**config.mk**
```make
export PLATFORM = sky130hd
export DESIGN_NAME = mprj_counter_array
export DESIGN_NICKNAME = d
export VERILOG_FILES = /design/src/rtl/mprj_counter_pkg.sv /design/src/rtl/mprj_counter_chan.sv /design/src/rtl/mprj_counter_array.sv
export SDC_FILE = /design/constraint.sdc
export NUM_CORES = 1
export LEC_CHECK = 0
export CAP_MARGIN = 20
export CORE_AREA = 2 2 234 236
export DETAILED_ROUTE_END_ITERATION = 8
export DIE_AREA = 0 0 236 238
export PLACE_DENSITY_LB_ADDON = 0.08
export SETUP_SLACK_MARGIN = 0.2
export SYNTH_ARGS = -nofsm -noshare
export SYNTH_HDL_FRONTEND = slang
export SYNTH_HIERARCHICAL = 1
export SYNTH_SLANG_ARGS = --single-unit
```
**constraint.sdc**
```tcl
create_clock -name wb_clk_i -period 3.9 [get_ports wb_clk_i]
set_input_delay 0.78 -clock wb_clk_i [delete_from_list [all_inputs] [get_ports wb_clk_i]]
set_output_delay 0.78 -clock wb_clk_i [all_outputs]
set_load 0.1 [all_outputs]
```
**src/rtl/mprj_counter_pkg.sv**
```systemverilog
// mprj_counter_pkg -- shared constants for the counter-array user project.
//   Register map (per channel, stride 16 bytes inside a 256-byte window):
//     +0x0 CTRL   [0] EN, [1] DOWN, [2] AUTO, [3] IRQEN
//     +0x4 COUNT  live counter value
//     +0x8 RELOAD terminal value (up) / reload value (down)
//     +0xC STATUS [0] MATCH, write-1-to-clear
//   Also provides the pad-count default and a byte-lane mask helper.

`ifndef MPRJ_IO_PADS
`define MPRJ_IO_PADS 38
`endif

package mprj_counter_pkg;

    localparam int WINDOW_BYTES = 256;
    localparam int CHAN_STRIDE  = 16;

    localparam logic [3:0] OFS_CTRL   = 4'h0;
    localparam logic [3:0] OFS_COUNT  = 4'h4;
    localparam logic [3:0] OFS_RELOAD = 4'h8;
    localparam logic [3:0] OFS_STATUS = 4'hC;

    localparam int CTRL_W     = 4;
    localparam int CTRL_EN    = 0;
    localparam int CTRL_DOWN  = 1;
    localparam int CTRL_AUTO  = 2;
    localparam int CTRL_IRQEN = 3;

    localparam int STATUS_MATCH = 0;

    // Channel c halt request lives on LA bit HALT_LA_BASE+c,
    // its match toggle on pad TOGGLE_IO_BASE+c.
    localparam int HALT_LA_BASE   = 64;
    localparam int TOGGLE_IO_BASE = 8;

    // Expand the four Wishbone byte selects into a per-bit write mask.
    function automatic logic [31:0] byte_mask(input logic [3:0] sel);
        logic [31:0] m;
        for (int b = 0; b < 4; b++) begin
            m[b*8 +: 8] = {8{sel[b]}};
        end
        return m;
    endfunction

endpackage

```
**src/rtl/mprj_counter_chan.sv**
```systemverilog
// mprj_counter_chan -- one counter channel: CTRL/COUNT/RELOAD/STATUS
// registers, terminal-count detection, auto-reload and match toggle.
//   clk, rst_n        clock, asynchronous active-low reset
//   halt              freezes counting (register writes still apply)
//   *_we              one-cycle write strobes from the bus decoder
//   wdat, wmask       write data and per-bit byte-lane mask
//   ctrl/count/reload/match  register contents for readback
//   toggle            flips on every match-set event

module mprj_counter_chan
    import mprj_counter_pkg::*;
#(
    parameter int WIDTH = 32
) (
    input  logic              clk,
    input  logic              rst_n,
    input  logic              halt,
    input  logic              ctrl_we,
    input  logic              count_we,
    input  logic              reload_we,
    input  logic              status_we,
    input  logic [WIDTH-1:0]  wdat,
    input  logic [WIDTH-1:0]  wmask,
    output logic [CTRL_W-1:0] ctrl,
    output logic [WIDTH-1:0]  count,
    output logic [WIDTH-1:0]  reload,
    output logic              match,
    output logic              toggle
);

    localparam logic [WIDTH-1:0] ONE = WIDTH'(1);

    logic [CTRL_W-1:0] ctrl_q, ctrl_d;
    logic [WIDTH-1:0]  count_q, count_d;
    logic [WIDTH-1:0]  reload_q, reload_d;
    logic              match_q, match_d;
    logic              toggle_q, toggle_d;

    logic run;
    logic count_up;
    logic terminal;

    assign count_up = ~ctrl_q[CTRL_DOWN];
    assign run      = ctrl_q[CTRL_EN] & ~halt;
    assign terminal = count_up ? (count_q == reload_q) : (count_q == '0);

    always_comb begin
        ctrl_d   = ctrl_q;
        count_d  = count_q;
        reload_d = reload_q;
        match_d  = match_q;
        toggle_d = toggle_q;

        // Terminal cycle replaces the step: reload (AUTO) or stop in place.
        if (run) begin
            if (terminal) begin
                if (ctrl_q[CTRL_AUTO]) begin
                    count_d = count_up ? '0 : reload_q;
                end else begin
                    ctrl_d[CTRL_EN] = 1'b0;
                end
            end else begin
                count_d = count_up ? count_q + ONE : count_q - ONE;
            end
        end

        // Clear first so a coincident match set overrides it.
        if (status_we && wdat[STATUS_MATCH] && wmask[STATUS_MATCH]) begin
            match_d = 1'b0;
        end
        if (run && terminal) begin
            match_d  = 1'b1;
            toggle_d = ~toggle_q;
        end

        // Bus writes are applied last so they win over counting.
        if (ctrl_we) begin
            ctrl_d = (ctrl_q & ~wmask[CTRL_W-1:0]) | (wdat[CTRL_W-1:0] & wmask[CTRL_W-1:0]);
        end
        if (count_we) begin
            count_d = (count_q & ~wmask) | (wdat & wmask);
        end
        if (reload_we) begin
            reload_d = (reload_q & ~wmask) | (wdat & wmask);
        end
    end

    always_ff @(posedge clk or negedge rst_n) begin
        if (!rst_n) begin
            ctrl_q   <= '0;
            count_q  <= '0;
            reload_q <= '0;
            match_q  <= 1'b0;
            toggle_q <= 1'b0;
        end else begin
            ctrl_q   <= ctrl_d;
            count_q  <= count_d;
            reload_q <= reload_d;
            match_q  <= match_d;
            toggle_q <= toggle_d;
        end
    end

    assign ctrl   = ctrl_q;
    assign count  = count_q;
    assign reload = reload_q;
    assign match  = match_q;
    assign toggle = toggle_q;

endmodule

```
**src/rtl/mprj_counter_array.sv**
```systemverilog
// mprj_counter_array -- Wishbone-mapped array of NCH up/down counters.
//   wb_clk_i, wb_rst_ni     clock, asynchronous active-low reset
//   wbs_*                   Wishbone classic slave port (byte addresses)
//   la_data_in/la_oen       LA inputs; bit 64+c halts channel c when driven 1
//   la_data_out             packed COUNT values of all channels
//   io_in/io_out/io_oeb     pads; io_out[8+c] is channel c match toggle
//   irq                     registered OR of enabled MATCH flags
//
// Handshake: a transfer is accepted in a cycle where cyc&stb hits the
// window and no ack is currently high; the write takes effect and read data
// is registered at that edge, and ack is high for exactly the next cycle.
// Because acceptance is blocked while ack is high, a master holding stb
// sees acks separated by at least one idle cycle.

module mprj_counter_array
    import mprj_counter_pkg::*;
#(
    parameter int          NCH      = 2,
    parameter int          WIDTH    = 32,
    parameter logic [31:0] BASE_ADR = 32'h3000_0000
) (
    input  logic                      wb_clk_i,
    input  logic                      wb_rst_ni,
    input  logic                      wbs_cyc_i,
    input  logic                      wbs_stb_i,
    input  logic                      wbs_we_i,
    input  logic [3:0]                wbs_sel_i,
    input  logic [31:0]               wbs_adr_i,
    input  logic [31:0]               wbs_dat_i,
    output logic                      wbs_ack_o,
    output logic [31:0]               wbs_dat_o,
    input  logic [127:0]              la_data_in,
    input  logic [127:0]              la_oen,
    output logic [127:0]              la_data_out,
    input  logic [`MPRJ_IO_PADS-1:0]  io_in,
    output logic [`MPRJ_IO_PADS-1:0]  io_out,
    output logic [`MPRJ_IO_PADS-1:0]  io_oeb,
    output logic                      irq
);

    generate
        if (NCH < 1 || NCH > 8 || WIDTH < 8 || WIDTH > 32 || NCH * WIDTH > 64) begin : g_param_err
            $error("mprj_counter_array: illegal parameters NCH=%0d WIDTH=%0d", NCH, WIDTH);
        end
    endgenerate

    logic        ack_q, ack_d;
    logic [31:0] dat_q, dat_d;
    logic        irq_q, irq_d;

    logic        hit;
    logic        accept;
    logic [3:0]  acc_ch;
    logic [3:0]  acc_ofs;
    logic [31:0] wmask;
    logic [31:0] rdata;

    logic [NCH-1:0] ctrl_we, count_we, reload_we, status_we, halt;

    logic [CTRL_W-1:0] ch_ctrl   [NCH];
    logic [WIDTH-1:0]  ch_count  [NCH];
    logic [WIDTH-1:0]  ch_reload [NCH];
    logic [NCH-1:0]    ch_match;
    logic [NCH-1:0]    ch_toggle;

    assign hit     = wbs_cyc_i & wbs_stb_i & (wbs_adr_i[31:8] == BASE_ADR[31:8]);
    assign accept  = hit & ~ack_q;
    assign acc_ch  = wbs_adr_i[7:4];
    assign acc_ofs = {wbs_adr_i[3:2], 2'b00};
    assign wmask   = byte_mask(wbs_sel_i);

    // Write strobes and halt decode. Channels >= NCH never match acc_ch, so
    // writes there are acked but dropped.
    always_comb begin
        ctrl_we   = '0;
        count_we  = '0;
        reload_we = '0;
        status_we = '0;
        halt      = '0;
        for (int c = 0; c < NCH; c++) begin
            if (accept && wbs_we_i && acc_ch == 4'(c)) begin
                case (acc_ofs)
                    OFS_CTRL:   ctrl_we[c]   = 1'b1;
                    OFS_COUNT:  count_we[c]  = 1'b1;
                    OFS_RELOAD: reload_we[c] = 1'b1;
                    OFS_STATUS: status_we[c] = 1'b1;
                    default: ;
                endcase
            end
            halt[c] = ~la_oen[HALT_LA_BASE + c] & la_data_in[HALT_LA_BASE + c];
        end
    end

    generate
        for (genvar c = 0; c < NCH; c++) begin : g_chan
            mprj_counter_chan #(
                .WIDTH (WIDTH)
            ) u_chan (
                .clk       (wb_clk_i),
                .rst_n     (wb_rst_ni),
                .halt      (halt[c]),
                .ctrl_we   (ctrl_we[c]),
                .count_we  (count_we[c]),
                .reload_we (reload_we[c]),
                .status_we (status_we[c]),
                .wdat      (wbs_dat_i[WIDTH-1:0]),
                .wmask     (wmask[WIDTH-1:0]),
                .ctrl      (ch_ctrl[c]),
                .count     (ch_count[c]),
                .reload    (ch_reload[c]),
                .match     (ch_match[c]),
                .toggle    (ch_toggle[c])
            );
        end
    endgenerate

    // Read mux; anything unmapped reads as zero.
    always_comb begin
        rdata = '0;
        for (int c = 0; c < NCH; c++) begin
            if (acc_ch == 4'(c)) begin
                case (acc_ofs)
                    OFS_CTRL:   rdata = 32'(ch_ctrl[c]);
                    OFS_COUNT:  rdata = 32'(ch_count[c]);
                    OFS_RELOAD: rdata = 32'(ch_reload[c]);
                    OFS_STATUS: rdata = 32'(ch_match[c]);
                    default:    rdata = '0;
                endcase
            end
        end
    end

    always_comb begin
        ack_d = accept;
        dat_d = (accept && !wbs_we_i) ? rdata : '0;
        irq_d = 1'b0;
        for (int c = 0; c < NCH; c++) begin
            irq_d = irq_d | (ch_match[c] & ch_ctrl[c][CTRL_IRQEN]);
        end
    end

    always_ff @(posedge wb_clk_i or negedge wb_rst_ni) begin
        if (!wb_rst_ni) begin
            ack_q <= 1'b0;
            dat_q <= '0;
            irq_q <= 1'b0;
        end else begin
            ack_q <= ack_d;
            dat_q <= dat_d;
            irq_q <= irq_d;
        end
    end

    assign wbs_ack_o = ack_q;
    assign wbs_dat_o = dat_q;
    assign irq       = irq_q;

    always_comb begin
        la_data_out = '0;
        io_out      = '0;
        io_oeb      = '1;
        for (int c = 0; c < NCH; c++) begin
            la_data_out[c*WIDTH +: WIDTH] = ch_count[c];
            io_out[TOGGLE_IO_BASE + c]    = ch_toggle[c];
            io_oeb[TOGGLE_IO_BASE + c]    = 1'b0;
        end
    end

    // Inputs (or input bits) that carry no function in this design.
    logic unused_bits;
    assign unused_bits = ^{io_in, la_data_in, la_oen, wbs_dat_i, wmask, wbs_adr_i[1:0]};

endmodule

```
# After elaboration in Yosys (flattened, before gate mapping)

Index checks and enable logic that the tools add are counted.

Word-level logic and storage cells: 133
Register bits after elaboration: 174
Output and inout bits: 238
Input port bits: 367

$add $sub $neg: 4
Eq/ne operators: 11
Bitwise gates (word level): 33
Reduce and logical (&&, ||, !) cells: 27
Mux-type cells: 43

Operators with widths:

| cell                                                                 | number |
|---|---|
| 32-bit two-way mux                                                   | 15 |
| 32-bit one-hot mux with 4 select lines                               | 2 |
| 32-bit bitwise AND                                                   | 5 |
| 32-bit bitwise OR                                                    | 4 |
| 32-bit by 1-bit adder with 32-bit output, second input constant      | 2 |
| 32-bit == test                                                       | 2 |
| 32-bit logical NOT                                                   | 2 |
| 32-bit by 1-bit subtractor with 32-bit output, second input constant | 2 |
| 32-bit inverter                                                      | 1 |
| 1-bit two-way mux                                                    | 26 |
| 24-bit by 22-bit == test with 1-bit output, second input constant    | 1 |
| 2-bit nonzero test                                                   | 8 |
| 4-bit bitwise AND                                                    | 3 |
| 1-bit logical AND                                                    | 10 |
| 1-bit bitwise AND                                                    | 9 |
| 4-bit logical NOT                                                    | 2 |
| 4-bit bitwise OR                                                     | 2 |
| 1-bit inverter                                                       | 7 |
| 3-bit by 1-bit != test with 1-bit output, second input constant      | 2 |
| 3-bit AND reduction                                                  | 2 |
| 2-bit == test, second input constant                                 | 2 |
| 4-bit by 1-bit == test with 1-bit output, second input constant      | 1 |
| 2-bit by 1-bit != test with 1-bit output, second input constant      | 2 |
| 4-bit inverter                                                       | 1 |
| 4 further kinds                                                      | 5 |

# Logic depth before layout (Yosys ltp)

Gate-level depths: netlist of run 1.

Depth after elaboration: 10
Depth in mapped cells: 12
Depth with buffers taken out: 9

# Cells and area by module

The synthesis of run 1 kept the hierarchy.

By module, submodules not included:

| module             | cells each | seq. area each (µm²) | instances | area each (µm²) |
|---|---|---|---|---|
| mprj_counter_chan  | 699        | 1751.7               | 2         | 5775.5 |
| mprj_counter_array | 340        | 850.8                | 1         | 3388.2 |

# Worst setup path before layout of run 1

OpenSTA, ideal clock, no wires.

Kind: reg2reg
From: register with a tool-made name
To: register with a tool-made name
Setup time: 0.069 ns
Cell stages (with the launch flop): 10
Path buffers: 0
Setup slack: 0.677 ns
Data required time: 3.831 ns
Period minus slack after synthesis: 3.223 ns
Data arrival time: 3.154 ns
Path through: dfrtp_1 > ha_1 > and3_1 > and3_1 > a211oi_2 > a21boi_1 > o2111a_1 > o31a_1 > o31ai_1 > o311a_1

==> impl_metrics.toml, run 1 <==
[worst_setup_path]
crit_type = "reg -> reg"
crit_required_ns = 4.30
cp-start-kind = "register"
r2r_setup_slack_ns = 0.47
crit_chain = "fa_1 -> a21oi_1 -> o21ai_0 -> a211oi_2 -> a21boi_1 -> o2111a_1 -> o31a_1 -> o31ai_1 -> o311a_1"
cp_max_fo = 25
critPathTopFamily = "compound AO/OA/AOI/OAI gates"
cp.arrival_ns = 3.83
critPathSlowestCell = "dfrtp_2"
worst-path-stages = 9
end_kind = "register"
reg2regPathDepth = 9
cpPeakStageDelay_ns = 0.62
crit_buf_inv = 0

[cts]
post_cts_buffers = 0
worstSkewPairLatency_ns = 0.46
cts_sinks = 174
cts_tree = "built"
clockBufferDepth = 2
htreeDepth = 4
path_clk_slew_ns = 0.07
cts_hold_buf = 0
cts_root_buf = "clkbuf_16"
cts_buffers = 17
cts_resized = 0

[synth]
synth_edf_count = 0
async_reset_ff_frac = 1.00
syn_area_um2 = 14900
synthDistinctLibCells = 75
ys_seq_elements = 174
syn_inst = 1738
seq_area_frac_synth = 0.291
syn_avg_cell_area_um2 = 8.60
yosysWarnings = 6
synthFlopType = "dfrtp_1"

[floorplanning]
start_util = 0.279
die_h_um = 238
ioPinCount = 605
coreArea_um2 = 53500
die_w_um = 236
dieArea_um2 = 56200
rows = 85

[global_route]
grt_overflow = 0
grt_max_degree = 87
grt_usage = 0.215
first_global_vias = 13100
antenna_found_initial = 4
grt_pass1_wl_um = 90100

[route]
vias_per_cell = 5.30
drtIter0Drc = 1205
antenna_left = 0
dr.pass1.iters = 5
wl_per_cell_um = 23.7
routed_wl_um = 61900
drcViolationCount = 0
vias = 13800

[placed_design]
dp_hpwl_um = 46900
routabilityCongestion = 0.876
portBuffers = 174
dp_cells = 2574
placed_cell_area_um2 = 17100
place_ws_ns = 0.400

[job]
maxCapViolations = 0

[timing]
timing.final.hold_violations = 0
drv_slew = 0
finalSetupViolations = 0
clock.fmax_mhz = 292
setup-tns-final_ns = 0
final.setup_skew_ns = 0.00867
setup_ws_ns = 0.473
fin_crit_ns = 3.43
holdWs_ns = 0.403
slew_headroom = 0.270
grt_setup_unrepaired = "false"
finalCritPeriodShare = 0.879
tightest_slew_ns = 1.09

[layout]
ff_latch_area_um2 = 4360
fillCellCount = 5663
utilization = 0.331
drive_gt1_frac = 0.134
final_nets = 2327
multi_input_area_um2 = 9530
syn_to_final_growth_pct = 18.6
stdcell_count = 2607
final_area_um2 = 17700

[pwr]
combinationalPowerShare = 0.192
leakage_nw = 7.30
ir_drop_uv = 263
power.density_nw_per_um2 = 259
p_seq_frac = 0.393
p_sw_mw = 1.60
p_sw_frac = 0.348
p_int_mw = 2.99
pwr-share-clk = 0.415
total_power_mw = 4.58

[outcome]
status = "complete, no violations"

[min_path]
hp-class = "in -> async"
[metal layers]
layer | GRT usage | vias to the layer above | part of all wire
met5 | 0 | - | 0.00021
met4 | 0.0461 | 2 | 0.015
met3 | 0.0231 | 37 | 0.042
met2 | 0.335 | 422 | 0.45
met1 | 0.319 | 6888 | 0.49
li1 | - | 6479 | -
[layout make-up]
type / instances / share of cell area
Antenna cell: 1 / 0.000141
Clock buffer: 20 / 0.0252
Clock inverter: 11 / 0.00940
Inverter: 28 / 0.00593
Multi-Input combinational cell: 1444 / 0.538
Sequential cell: 174 / 0.246
Tap cell: 696 / 0.0492
Timing Repair Buffer: 233 / 0.126
[worst min path at each step]
stage / to / slack [ns] / cells past startpoint
final: asynchronous set/reset pin / 0.40 / 1
after global routing: asynchronous set/reset pin / 0.47 / 1
after CTS: asynchronous set/reset pin / 0.44 / 1
after detailed placement: g_chan[0].u_chan/toggle / 0.46 / 1
after global placement: g_chan[0].u_chan/toggle / 0.46 / 1
after floorplan: g_chan[1].u_chan/match / 0.47 / 1
[power groups by stage]
stage / logic (mW) / clock network, mW / registers, mW
after floorplan: 0.747 / 0 / 1.84
after global placement: 0.876 / 0 / 1.84
after detailed placement: 0.876 / 0 / 1.84
after CTS: 0.877 / 1.94 / 1.80
after global routing: 0.908 / 2.01 / 1.80
final: 0.881 / 1.90 / 1.80
[cell usage in the layout, fill, tap and decap left out, drive strengths merged, types with 36 or more instances in the layout]
cell type and n:
nand2 251, dfrtp 174, clkdlybuf4s50 145, conb 138
a21oi 118, o21ai 92, buf 87, nor2 85
xnor2 82, mux2 80, nand3 62, ha 60
a2111oi 36
[cells by family after synthesis]
logic type | synth area share
AOI/OAI and AO/OA | 0.232
buffers and inverters | 0.108
and+or+nand+nor | 0.177
DFF | 0.291
other | 0.000503
adders and majority gates | 0.0529
xor gates and xnor gates | 0.0610
muxes | 0.0774
[synth_stat cells (6+ instances only)]
cell	count	area share
a31oi_1	18	0.0075
mux2_2	80	0.060
xnor2_1	82	0.048
clkbuf_1	44	0.011
buf_4	147	0.074
a21boi_0	8	0.0040
nand2b_1	6	0.0025
and3_1	24	0.010
a32o_1	14	0.0094
a21o_1	16	0.0080
a311oi_1	6	0.0035
a221oi_1	30	0.018
xor2_1	22	0.013
a211oi_1	8	0.0040
nand2_1	251	0.063
a22oi_1	31	0.016
o31ai_1	8	0.0040
nor4_1	29	0.012
a21oi_1	118	0.040
mux2i_1	21	0.014
dfrtp_1	174	0.29
o21bai_1	6	0.0030
a2111oi_2	32	0.032
buf_6	8	0.0060
o21a_1	14	0.0070
inv_1	27	0.0068
nand3_1	62	0.021
o211ai_1	34	0.017
nor2_1	81	0.020
nor2b_1	7	0.0029
ha_1	60	0.050
nor3_1	29	0.0097
buf_2	28	0.0094
nand4_1	30	0.013
o21ai_0	88	0.029
Note: power is estimated with default switching activity, not from simulation.
==> inputs of run 2 (changes only) <==
SLEW_MARGIN = 20   (was not set)
==> impl_metrics.toml, run 2 (synthesis gave the netlist of run 1 again) <==
[timing]
slew_headroom = 0.271
timing.final.hold_violations = 0
grt_setup_unrepaired = "false"
tightest_slew_ns = 1.09
drv_slew = 0
final.setup_skew_ns = 0.0101
setup-tns-final_ns = 0
finalCritPeriodShare = 0.875
fin_crit_ns = 3.41
clock.fmax_mhz = 293
finalSetupViolations = 0

[placed_design]
dp_hpwl_um = 46900
placed_cell_area_um2 = 17100
portBuffers = 174
routabilityCongestion = 0.876

[global_route]
grt_max_degree = 87
grt_usage = 0.215
grt_overflow = 0
first_global_vias = 13100
grt_pass1_wl_um = 90100
antenna_found_initial = 4

[cts]
cts_root_buf = "clkbuf_16"
cts_resized = 0
htreeDepth = 4
post_cts_buffers = 0
path_clk_slew_ns = 0.07
worstSkewPairLatency_ns = 0.46
cts_sinks = 174
clockBufferDepth = 2
cts_hold_buf = 0
cts_tree = "built"
cts_buffers = 17

[floorplanning]
start_util = 0.279
ioPinCount = 605
rows = 85
die_h_um = 238
die_w_um = 236
coreArea_um2 = 53500
dieArea_um2 = 56200

[worst_setup_path]
reg2regPathDepth = 9
critPathTopFamily = "compound AO/OA/AOI/OAI gates"
critPathSlowestCell = "dfrtp_2"
crit_required_ns = 4.30
crit_chain = "fa_1 -> a21oi_1 -> o21ai_0 -> a211oi_2 -> a21boi_1 -> o2111a_1 -> o31a_1 -> o31ai_1 -> o311a_1"
cp_max_fo = 25
cp-start-kind = "register"
end_kind = "register"
crit_buf_inv = 0
crit_type = "reg -> reg"
cpPeakStageDelay_ns = 0.62
cp.arrival_ns = 3.81
r2r_setup_slack_ns = 0.49

[layout]
final_nets = 2326
final_area_um2 = 17700
syn_to_final_growth_pct = 18.5
drive_gt1_frac = 0.134
final_common_cell = "nand2_1"
layout_common_cells = "nand2_1 (251), dfrtp_1 (172), clkdlybuf4s50_1 (145), conb_1 (138), a21oi_1 (118)"

[route]
antenna_left = 0
drcViolationCount = 0
vias_per_cell = 5.30
routed_wl_um = 61800
wl_per_cell_um = 23.7
drtIter0Drc = 1131
dr.pass1.iters = 6
vias = 13800

[pwr]
leakage_nw = 7.29
ir_drop_uv = 259
power.density_nw_per_um2 = 258
total_power_mw = 4.57

[outcome]
status = "complete, no violations"

[min_path]
hp-class = "in -> async"

[job]
maxCapViolations = 0
[run 2: final cells by class]
cell class / instances / area (um2)
fillers: 5664 / 35800
multi-input cells: 1444 / 9530
flip-flops and latches: 174 / 4360
repair buffers: 232 / 2220
well taps: 696 / 871
clock buffers: 20 / 447
clock inverters: 11 / 166
inverters: 28 / 105
diodes: 2 / 5.00
[run 2: worst max path at each step]
| stage | to | slack [ns] | cells past startpoint |
|---|---|---|---|
| after floorplan | register | 0.68 | 9 |
| after global placement | register | 0.38 | 11 |
| after detailed placement | register | 0.40 | 11 |
| after CTS | register | 0.54 | 9 |
| after global routing | register | 0.23 | 10 |
| final | register | 0.49 | 9 |
[run 2: power by group]
part	internal, mW	switching [mW]
Clock	1.08	0.809
Sequential	1.80	0.0000000792
Combinational	0.101	0.777
[run 2: metrics by stage]
step	util	hold WS [ns]	std cells	worst slack, ns
finish	0.331	0.417	2607	0.487
global route	0.331	0.466	2605	0.231
CTS	0.331	0.439	2605	0.538
detailed placement	0.319	0.464	2574	0.400
global placement	0.319	0.458	2574	0.384
floorplan	-	0.468	1874	0.677
[run 2: layer usage]
| layer | part of all wire | vias to the layer above | track usage |
|---|---|---|---|
| met2 | 0.45 | 405 | 0.335 |
| li1 | - | 6487 | - |
| met1 | 0.49 | 6877 | 0.319 |
| met4 | 0.016 | 2 | 0.0461 |
| met5 | 0.00021 | - | 0 |
| met3 | 0.044 | 41 | 0.0231 |
[run 2: worst reg2reg max path: stages (launching register included)]
cell	delay, ns
dfrtp_2	0.62
fa_1	0.54
a21oi_1	0.25
o21ai_0	0.19
a211oi_2	0.30
a21boi_1	0.22
o2111a_1	0.32
o31a_1	0.31
o31ai_1	0.38
o311a_1	0.24
